File: src/rtl/sail_hex_stream_parser_pkg.sv
// Shared types and ASCII constants for the Sail hex literal stream parser.
// Build option SAIL_HEX_UPPERCASE_EN is consumed only by sail_hex_digit_decode.
package sail_hex_pkg;

  typedef enum logic [2:0] {
    ST_IDLE   = 3'd0,
    ST_SAW_0  = 3'd1,
    ST_SAW_X  = 3'd2,
    ST_DIGITS = 3'd3,
    ST_DONE   = 3'd4,
    ST_DRAIN  = 3'd5
  } state_t;

  localparam logic [7:0] CH_ZERO = 8'h30; // '0'
  localparam logic [7:0] CH_NINE = 8'h39; // '9'
  localparam logic [7:0] CH_X    = 8'h78; // 'x'
  localparam logic [7:0] CH_LA   = 8'h61; // 'a'
  localparam logic [7:0] CH_LF   = 8'h66; // 'f'
  localparam logic [7:0] CH_UA   = 8'h41; // 'A'
  localparam logic [7:0] CH_UF   = 8'h46; // 'F'

  // Width counter is wide enough for N+1 with N up to 1024, plus +4 headroom.
  localparam int WW = 11;

endpackage

File: src/rtl/sail_hex_stream_parser_if.sv
// Character-in / result-out bus of the hex literal parser.
// Handshake: a character moves when in_valid && in_ready on a rising clk edge;
// a result is held while out_valid=1 and is consumed on the edge where
// out_ready=1. The master drives characters and out_ready; the slave (parser)
// drives in_ready and the result.
interface sail_hex_stream_parser_if #(parameter int N = 64);
  logic         in_valid;
  logic [7:0]   in_char;
  logic         in_last;
  logic         in_ready;
  logic         out_valid;
  logic         out_ok;
  logic [N-1:0] out_bits;
  logic         out_ready;

  modport master (
    output in_valid, in_char, in_last, out_ready,
    input  in_ready, out_valid, out_ok, out_bits
  );

  modport slave (
    input  in_valid, in_char, in_last, out_ready,
    output in_ready, out_valid, out_ok, out_bits
  );
endinterface

File: src/rtl/sail_hex_stream_parser_digit_decode.sv
// Combinational hex digit classifier.
// SAIL_HEX_UPPERCASE_EN: when defined, 'A'-'F' are also accepted as digits.
module sail_hex_digit_decode
  import sail_hex_pkg::*;
(
  input  logic [7:0] char_i,
  output logic       is_digit_o,
  output logic [3:0] nibble_o,
  output logic [2:0] lead_width_o
);

  // Classify the character and compute its nibble value.
  always_comb begin
    is_digit_o = 1'b0;
    nibble_o   = 4'd0;
    if (char_i >= CH_ZERO && char_i <= CH_NINE) begin
      is_digit_o = 1'b1;
      nibble_o   = 4'(char_i - CH_ZERO);
    end else if (char_i >= CH_LA && char_i <= CH_LF) begin
      is_digit_o = 1'b1;
      nibble_o   = 4'(char_i - CH_LA + 8'd10);
    end
`ifdef SAIL_HEX_UPPERCASE_EN
    else if (char_i >= CH_UA && char_i <= CH_UF) begin
      is_digit_o = 1'b1;
      nibble_o   = 4'(char_i - CH_UA + 8'd10);
    end
`endif
  end

  // Significant bits contributed when this digit is the first non-zero one.
  always_comb begin
    lead_width_o = 3'd4;
    if (nibble_o == 4'd0)      lead_width_o = 3'd0;
    else if (nibble_o == 4'd1) lead_width_o = 3'd1;
    else if (nibble_o <= 4'd3) lead_width_o = 3'd2;
    else if (nibble_o <= 4'd7) lead_width_o = 3'd3;
  end

endmodule

File: src/rtl/sail_hex_stream_parser.sv
// Streaming parser for Sail "0x..." hex literals into an N-bit vector.
// Build option SAIL_HEX_UPPERCASE_EN (handled in sail_hex_digit_decode).
module sail_hex_stream_parser
  import sail_hex_pkg::*;
#(
  parameter int N = 64
) (
  input  logic                      clk,
  input  logic                      reset,
  sail_hex_stream_parser_if.slave   bus,
  output state_t                    state_o
);

  localparam logic [WW-1:0] W_MAX = WW'(N);
  localparam logic [WW-1:0] W_SAT = WW'(N + 1);

  state_t          state_q, state_d;
  logic [WW-1:0]   width_q, width_d;
  logic [N-1:0]    acc_q, acc_d;
  logic            ok_q, ok_d;

  logic            is_digit;
  logic [3:0]      nibble;
  logic [2:0]      lead_width;
  logic            fire;
  logic [WW-1:0]   w_calc;
  logic [WW-1:0]   width_nxt;
  logic [N-1:0]    acc_nxt;

  sail_hex_digit_decode u_decode (
    .char_i       (bus.in_char),
    .is_digit_o   (is_digit),
    .nibble_o     (nibble),
    .lead_width_o (lead_width)
  );

  assign fire = bus.in_valid && bus.in_ready;

  // Width and value after accepting the current digit; leading zeros keep width 0.
  always_comb begin
    w_calc    = (width_q == '0) ? WW'(lead_width) : width_q + WW'(4);
    width_nxt = (w_calc > W_SAT) ? W_SAT : w_calc;
    acc_nxt   = N'({acc_q, nibble});
  end

  // Next-state and datapath update for the literal grammar.
  always_comb begin
    state_d = state_q;
    width_d = width_q;
    acc_d   = acc_q;
    ok_d    = ok_q;
    case (state_q)
      ST_IDLE: if (fire) begin
        if (bus.in_char == CH_ZERO && !bus.in_last) state_d = ST_SAW_0;
        else begin
          ok_d    = 1'b0;
          state_d = bus.in_last ? ST_DONE : ST_DRAIN;
        end
      end
      ST_SAW_0: if (fire) begin
        if (bus.in_char == CH_X && !bus.in_last) state_d = ST_SAW_X;
        else begin
          ok_d    = 1'b0;
          state_d = bus.in_last ? ST_DONE : ST_DRAIN;
        end
      end
      ST_SAW_X, ST_DIGITS: if (fire) begin
        if (is_digit) begin
          width_d = width_nxt;
          acc_d   = acc_nxt;
          if (bus.in_last) begin
            ok_d    = (width_nxt <= W_MAX);
            state_d = ST_DONE;
          end else begin
            state_d = ST_DIGITS;
          end
        end else begin
          ok_d    = 1'b0;
          state_d = bus.in_last ? ST_DONE : ST_DRAIN;
        end
      end
      ST_DRAIN: if (fire && bus.in_last) begin
        ok_d    = 1'b0;
        state_d = ST_DONE;
      end
      ST_DONE: if (bus.out_ready) begin
        state_d = ST_IDLE;
        width_d = '0;
        acc_d   = '0;
        ok_d    = 1'b0;
      end
      default: state_d = ST_IDLE;
    endcase
  end

  // State and datapath registers; reset wins over any same-cycle transfer.
  always_ff @(posedge clk) begin
    if (reset) begin
      state_q <= ST_IDLE;
      width_q <= '0;
      acc_q   <= '0;
      ok_q    <= 1'b0;
    end else begin
      state_q <= state_d;
      width_q <= width_d;
      acc_q   <= acc_d;
      ok_q    <= ok_d;
    end
  end

  assign bus.in_ready  = (state_q != ST_DONE);
  assign bus.out_valid = (state_q == ST_DONE);
  assign bus.out_ok    = (state_q == ST_DONE) && ok_q;
  assign bus.out_bits  = ((state_q == ST_DONE) && ok_q) ? acc_q : '0;
  assign state_o       = state_q;

endmodule

File: src/flat_wrapper.sv
// flat-port wrapper written by rule: the top's interface ports become plain ports
module sail_hex_stream_parser_flat import sail_hex_pkg::*;
#(
  parameter int N = 64
)
  (clk, reset, state_o, bus_in_valid, bus_in_char, bus_in_last, bus_out_ready, bus_in_ready, bus_out_valid, bus_out_ok, bus_out_bits);
  sail_hex_stream_parser_if #(.N(N)) bus_i ();
  input  logic clk;
  input  logic reset;
  output state_t state_o;
  input wire logic [$bits(bus_i.in_valid)-1:0] bus_in_valid;
  input wire logic [$bits(bus_i.in_char)-1:0] bus_in_char;
  input wire logic [$bits(bus_i.in_last)-1:0] bus_in_last;
  input wire logic [$bits(bus_i.out_ready)-1:0] bus_out_ready;
  output wire logic [$bits(bus_i.in_ready)-1:0] bus_in_ready;
  output wire logic [$bits(bus_i.out_valid)-1:0] bus_out_valid;
  output wire logic [$bits(bus_i.out_ok)-1:0] bus_out_ok;
  output wire logic [$bits(bus_i.out_bits)-1:0] bus_out_bits;
  assign bus_i.in_valid = bus_in_valid;
  assign bus_i.in_char = bus_in_char;
  assign bus_i.in_last = bus_in_last;
  assign bus_i.out_ready = bus_out_ready;
  assign bus_in_ready = bus_i.in_ready;
  assign bus_out_valid = bus_i.out_valid;
  assign bus_out_ok = bus_i.out_ok;
  assign bus_out_bits = bus_i.out_bits;
  sail_hex_stream_parser #(.N(N)) u_core (.clk(clk), .reset(reset), .bus(bus_i), .state_o(state_o));
endmodule
File: config.mk
export PLATFORM = sky130hd
export DESIGN_NAME = sail_hex_stream_parser_flat
export DESIGN_NICKNAME = d
export VERILOG_FILES = /design/src/rtl/sail_hex_stream_parser_pkg.sv /design/src/rtl/sail_hex_stream_parser_if.sv /design/src/rtl/sail_hex_stream_parser_digit_decode.sv /design/src/rtl/sail_hex_stream_parser.sv /design/src/flat_wrapper.sv
export SDC_FILE = /design/constraint.sdc
export NUM_CORES = 1
export LEC_CHECK = 0
export CELL_PAD_IN_SITES_DETAIL_PLACEMENT = 1
export CELL_PAD_IN_SITES_GLOBAL_PLACEMENT = 1
export CORE_MARGIN = 10
export CORE_UTILIZATION = 34
export DETAILED_ROUTE_END_ITERATION = 8
export PLACE_DENSITY_LB_ADDON = 0.05
export SYNTH_ARGS = -nofsm -noshare
export SYNTH_HDL_FRONTEND = slang
export SYNTH_SLANG_ARGS = --single-unit
File: constraint.sdc
create_clock -name clk -period 2.2 [get_ports clk]
set_input_delay 0.55 -clock clk [delete_from_list [all_inputs] [get_ports clk]]
set_output_delay 0.55 -clock clk [all_outputs]
set_load 0.01 [all_outputs]
==> run summary, run 1 <==
Die H = 129 um
Clock-pin slew on the worst setup and hold paths = 0.07 ns
Initial antenna violation count = 0
Root buffer cell = clkbuf_16
Clk Latency, worst-skew pair = 0.34 ns
Std cell rows = 39
Worst path cell trace = nor3_4 -> buf_12 -> buf_4 -> and3_4 -> clkdlybuf4s15_2
CTS Hold Bufs = 0
Distinct cells, synth = 61
Final period util = 98.2%
Most frequent cells after synthesis = dfxtp_1, a21oi_1, nand2_1
DRC errors left = 0
CP Launch Type = flop
# fillers = 1435
Setup ws final = 0.0395 ns
Met1 Usage GRT = 21.3%
CTS H-tree lvls = 3
Flops & latches, synth = 79
Total Wirelength = 14.6 mm
DP Worst Slack = -0.667 ns
Syn nets = 545
Vias = 4306
Multi-input gate area = 0.00243 sq mm
Crit Path Category = flop to output pin
First-pass GRT wire length = 22.6 mm
Fin cells = 783
Detail Route Antenna Nets = 0
Layout cells sized above 1 = 30.6%
Pre-antenna DRT Iters = 4
Count leader, synth = dfxtp_1
Max-cap violations = 0
Fmax = 463 MHz
Worst path buffer plus inverter count = 3
Final setup fails = 0
CTS max path bufs = 2
Post-synth top area share = 38.9%
Net count, final = 653
EDFF count, synth = 0
Critical-path maximum fanout = 7
CP required = 1.65 ns
Gpl congestion = 0.849
Final clock skew = 0.0107 ns
Met2 Usage GRT = 25.7%
Vias in the first global route = 4388
LEAKAGE = 2.48 nW
Global routing's busiest layer = met2
Total Die Area = 0.0167 sq mm
TritonCTS Buffers = 9
CP max stage delay = 0.33 ns
Main synth FF type = dfxtp_1
Core area = 0.0116 sq mm
Iter 0 DRT Violations = 311
Core Util, Final = 50.0%
I/O Buffers = 82
Cell Pwr Density = 627 mW/mm^2
Vias per Instance = 5.50
Number of antenna diodes = 0
GRT Total Usage = 16.2%
Post-synth ARST share = 0%
CTS tree = done
Worst Hold Class = flop to flop
Dominant cells by area after synthesis = dfxtp_1, and3_1, a21oi_1, nand3_1, nand2_1
Sequential cell area = 0.00160 sq mm
Area grow syn2layout = 42.3%
IO Count = 83
Die width = 129 um
Syn Std Cell Area = 0.00407 sq mm
Worst path slowest cell = dfxtp_2
Tot Pwr = 3.63 mW
CP top delay family = buffers and inverters
Synth area leader = dfxtp_1
Clk sinks = 79
Initial core utilization = 35.2%
Worst Tran Pin Value = 0.585 ns
Worst IR Drop VDD = 0.344 mV
Fin Hold WS = 0.466 ns
Grt met3 use = 4.24%
Post-synthesis sequential area ratio = 38.9%
Pin count of the biggest net entering global routing = 75
Placed insts = 754
Max-slew violation count = 0
Wire length per cell = 18.7 um
Yosys warns = 0
Max-slew headroom = 60.9%
Unrepaired setup endpoints after global routing = yes
Post-Syn Instances = 527
CP endpoint kind = output pin
Final HPWL DP = 9.01 mm
Total gr overflow = 0
Status = completed
Fin crit period = 2.16 ns
Arr. time, crit path = 1.61 ns
Final Hold Fails = 0
Syn_area_per_cell = 7.72 sq um
## repair_timing
item                       CTS  global route
pin swaps                   11            14
setup endpoints to repair  145            93
gates cloned                 1             4
buffers inserted             3             5
resized for setup          254            54
## area by class of cell
| class | instances | area share, % |
|---|---|---|
| Tap cell | 143 | 3.09 |
| Multi-Input combinational cell | 392 | 42.0 |
| Sequential cell | 79 | 27.6 |
| Inverter | 8 | 0.519 |
| Timing Repair Buffer | 145 | 20.9 |
| Clock inverter | 6 | 1.99 |
| Clock buffer | 10 | 3.96 |
## flip-flops by register name, summed over array words and instances, names as in the netlist
signal          cells
u_core.acc_q       64
u_core.ok_q         1
u_core.state_o      3
u_core.width_q     11
## where the power goes
group	internal, mW	total [mW]	switching (mW)	leakage, nW
Sequential	1.43	1.44	0.00316	0.639
Clock	1.12	1.73	0.614	0.164
Combinational	0.215	0.462	0.247	1.68
Total	2.76	3.63	0.864	2.48
## placed cells by master, fill, tap and decap left out, drive strengths merged, types with 3 or more instances in the layout
| cell | netlist | layout |
|---|---|---|
| or2 | 3 | 3 |
| nor3 | 5 | 5 |
| o21ai | 7 | 7 |
| nor4 | 5 | 5 |
| clkbuf | 36 | 17 |
| dfxtp | 79 | 79 |
| or4 | 4 | 4 |
| bufinv | 0 | 3 |
| a21oi | 76 | 76 |
| and3 | 66 | 66 |
| or3 | 3 | 3 |
| o211ai | 3 | 3 |
| nand2b | 4 | 4 |
| nor2b | 5 | 5 |
| nand2 | 75 | 75 |
| clkdlybuf4s50 | 0 | 6 |
| nor3b | 3 | 3 |
| buf | 12 | 114 |
| ha | 5 | 5 |
| clkdlybuf4s15 | 0 | 10 |
| and2 | 6 | 6 |
| o21a | 3 | 3 |
| nand3 | 72 | 72 |
| nor2 | 12 | 12 |
| inv | 8 | 10 |
| xor2 | 4 | 4 |
| dlygate4sd2 | 0 | 7 |
## path summary, 6_finish.rpt
path	startpoint	end	slack [ns]	depth (start not counted)
setup / recovery	u_core.state_o[0]	bus_out_bits[0]	0.04	5
hold / removal	u_core.acc_q[59]	u_core.acc_q[63]	0.47	2
setup reg to reg	u_core.width_q[2]	u_core.width_q[2]	0.05	9
hold reg to reg	u_core.acc_q[59]	u_core.acc_q[63]	0.47	2
## worst reg2reg max path, stage by stage (launching register included)
cell and delay (ns):
dfxtp_4 0.37, inv_1 0.06, ha_1 0.15, or2b_2 0.34, nor3_2 0.17, buf_4 0.17
nor2_2 0.06, o311ai_4 0.31, nand3_2 0.16, o41ai_2 0.24
## per-layer routing
layer  routed length, um  vias to the layer above
li1                    -                     2085
met1                6630                     2120
met2                7070                       83
met3                 729                       18
met4                 197                        0
met5                   0                        -
## metrics by stage
| step | area (sq um) | TNS, ns |
|---|---|---|
| after global placement | 5340 | -32.83 |
| after CTS | 5780 | -0.722 |
| after global routing | 5790 | -0.0611 |
| after floorplan | 4100 | 0 |
| after detailed placement | 5340 | -42.04 |
| final | 5790 | 0 |
## logic make-up (layout without fill, tap and decap cells)
kind of cell / after synthesis / count (layout) / synth area share, %
and+or+nand+nor: 271 / 271 / 35.7
AOI/OAI and AO/OA: 112 / 112 / 17.1
DFF: 79 / 79 / 38.9
buffers and inverters: 56 / 169 / 5.90
adders and majority gates: 5 / 5 / 1.54
xor gates and xnor gates: 4 / 4 / 0.861
Note: power is estimated with default switching activity, not from simulation.
==> run 2, diff against run 1 <==
--- a/config.mk
+++ b/config.mk
@@ -7,10 +7,11 @@
 export LEC_CHECK = 0
 export CELL_PAD_IN_SITES_DETAIL_PLACEMENT = 1
 export CELL_PAD_IN_SITES_GLOBAL_PLACEMENT = 1
-export CORE_MARGIN = 10
+export CORE_MARGIN = 1
 export CORE_UTILIZATION = 34
 export DETAILED_ROUTE_END_ITERATION = 8
 export PLACE_DENSITY_LB_ADDON = 0.05
+export SLEW_MARGIN = 20
 export SYNTH_ARGS = -nofsm -noshare
 export SYNTH_HDL_FRONTEND = slang
 export SYNTH_SLANG_ARGS = --single-unit
==> constraint.sdc (replaced) <==
create_clock -name clk -period 1.8 [get_ports clk]
set_input_delay 0.45 -clock clk [delete_from_list [all_inputs] [get_ports clk]]
set_output_delay 0.45 -clock clk [all_outputs]
set_load 0.01 [all_outputs]
==> run summary, run 2 (synthesis gave the netlist of run 1 again) <==
Failing checks = DRC, setup timing
Largest register by flop count = u_core.acc_q
Crit Path Category = flop to flop
Total gr overflow = 0
Root buffer cell = clkbuf_16
Wire length per cell = 29.4 um
Die H = 111 um
Worst path most repeated cell = buf_6
Max-cap violations = 0
Worst IR Drop VDD = 0.549 mV
Worst path slowest cell = dfxtp_2
Setup ws final = -0.521 ns
Unrepaired setup endpoints after global routing = yes
LEAKAGE = 3.37 nW
Final setup fails = 143
Vias in the first global route = 5037
Total Wirelength = 25.6 mm
Layout cells sized above 1 = 57.3%
Most common cell after layout, fill and taps aside = buf_4
DRC errors left = 12
CP endpoint kind = flop
IO Count = 83
Vias per Instance = 6.30
Worst Tran Pin Value = 0.591 ns
Final Hold Fails = 0
Net count, final = 739
CTS tree = done
Initial antenna violation count = 0
Core area = 0.0115 sq mm
Fin crit period = 2.32 ns
Core Util, Final = 70.0%
Std cell rows = 39
CP Launch Type = flop
CP max stage delay = 0.41 ns
Die width = 111 um
Vias = 5473
Max reg flops = 64
Critical-path maximum fanout = 5
Total Die Area = 0.0124 sq mm
Final HPWL DP = 8.58 mm
Number of antenna diodes = 0
CTS Hold Bufs = 0
Cell Pwr Density = 604 mW/mm^2
Pin count of the biggest net entering global routing = 48
GRT Total Usage = 29.3%
Commonest cells after routing, fill and taps aside = buf_4, dfxtp_1, nand2_1
Clk sinks = 79
Fmax = 431 MHz
TritonCTS Buffers = 9
CP required = 2.02 ns
Detail Route Antenna Nets = 0
CTS max path bufs = 2
Max-slew violation count = 0
Worst path cell trace = ha_4 -> nand3_1 -> xor2_1 -> nor4_2 -> buf_4 -> o311ai_4 -> buf_6 -> buf_6 -> o211ai_1 -> nand2_1
Clk Latency, worst-skew pair = 0.37 ns
Gpl congestion = 0.829
Max-slew headroom = 60.6%
I/O Buffers = 82
Arr. time, crit path = 2.54 ns
CTS H-tree lvls = 3
First-pass GRT wire length = 28.3 mm
Pre-antenna DRT Iters = 7
Final clock skew = 0.0147 ns
Worst Hold Class = flop to flop
Clock-pin slew on the worst setup and hold paths = 0.08 ns
# fillers = 1174
Area grow syn2layout = 98.1%
Status = finished, violations left
Iter 0 DRT Violations = 479
Final period util = 129%
Fin Setup TNS = -37.74 ns
Initial core utilization = 35.3%
==> run 2: repair_timing <==
action,CTS,global route
buffers inserted,31,28
gates cloned,18,15
pin swaps,38,49
endpoints found under the setup margin,149,148
resized for setup,352,176
==> run 2: worst max-delay path, delay by kind of cell, from the launching register on <==
kind / cells / cell delay (ns)
buffers and inverters: 3 / 0.48
AND/OR/NAND/NOR: 3 / 0.62
XOR/XNOR: 1 / 0.24
AO/OA/AOI/OAI: 2 / 0.24
flip-flops: 1 / 0.41
adder cells (fa/ha/maj): 1 / 0.19
==> run 2: cell type report <==
| cell class | count | area [sq um] | share of cell area [%] |
|---|---|---|---|
| inverter | 8 | 48.8 | 0.605 |
| clock buffer | 11 | 253 | 3.14 |
| multi-input combinational | 393 | 3180 | 39.5 |
| tap | 143 | 179 | 2.22 |
| sequential | 79 | 1590 | 19.7 |
| timing repair buffer | 230 | 2740 | 34.0 |
| clock inverter | 5 | 63.8 | 0.792 |
==> run 2: path summary, 6_finish.rpt <==
check	startpoint	end	slack, ns	depth (start not counted)
min	u_core.acc_q[8]	u_core.acc_q[8]	0.49	2
min reg2reg	u_core.acc_q[8]	u_core.acc_q[8]	0.49	2
max	u_core.width_q[2]	u_core.width_q[5]	-0.52	10
max reg2reg	u_core.width_q[2]	u_core.width_q[5]	-0.52	10
==> run 2: metrics by stage <==
stage               area (sq um)  instances  power (mW)  setup WS [ns]  hold slack, ns
finish                      8060        869        4.87         -0.521           0.488
global route                8060        869        4.93         -0.583           0.501
CTS                         6920        835        4.41         -0.362           0.470
detailed placement          5540        770        2.23          -1.00           0.459
global placement            5540        770        2.22         -0.897           0.450
floorplan                   4210        527        2.03         -0.227           0.441
==> run 2: layer usage <==
| layer | part of all wire, % | track usage, % | vias up |
|---|---|---|---|
| met2 | 49 | 51.2 | 334 |
| li1 | - | - | 2273 |
| met4 | 5.4 | 13.6 | 0 |
| met1 | 39 | 35.6 | 2750 |
| met3 | 6.4 | 4.35 | 116 |
| met5 | 0 | 0 | - |
==> run 2: power by group <==
part / total [mW] / internal, mW / leakage, nW / switching (mW)
registers: 1.76 / 1.75 / 0.640 / 0.00505
logic: 1.02 / 0.502 / 2.58 / 0.518
clock network: 2.09 / 1.16 / 0.152 / 0.922
total: 4.87 / 3.42 / 3.37 / 1.45
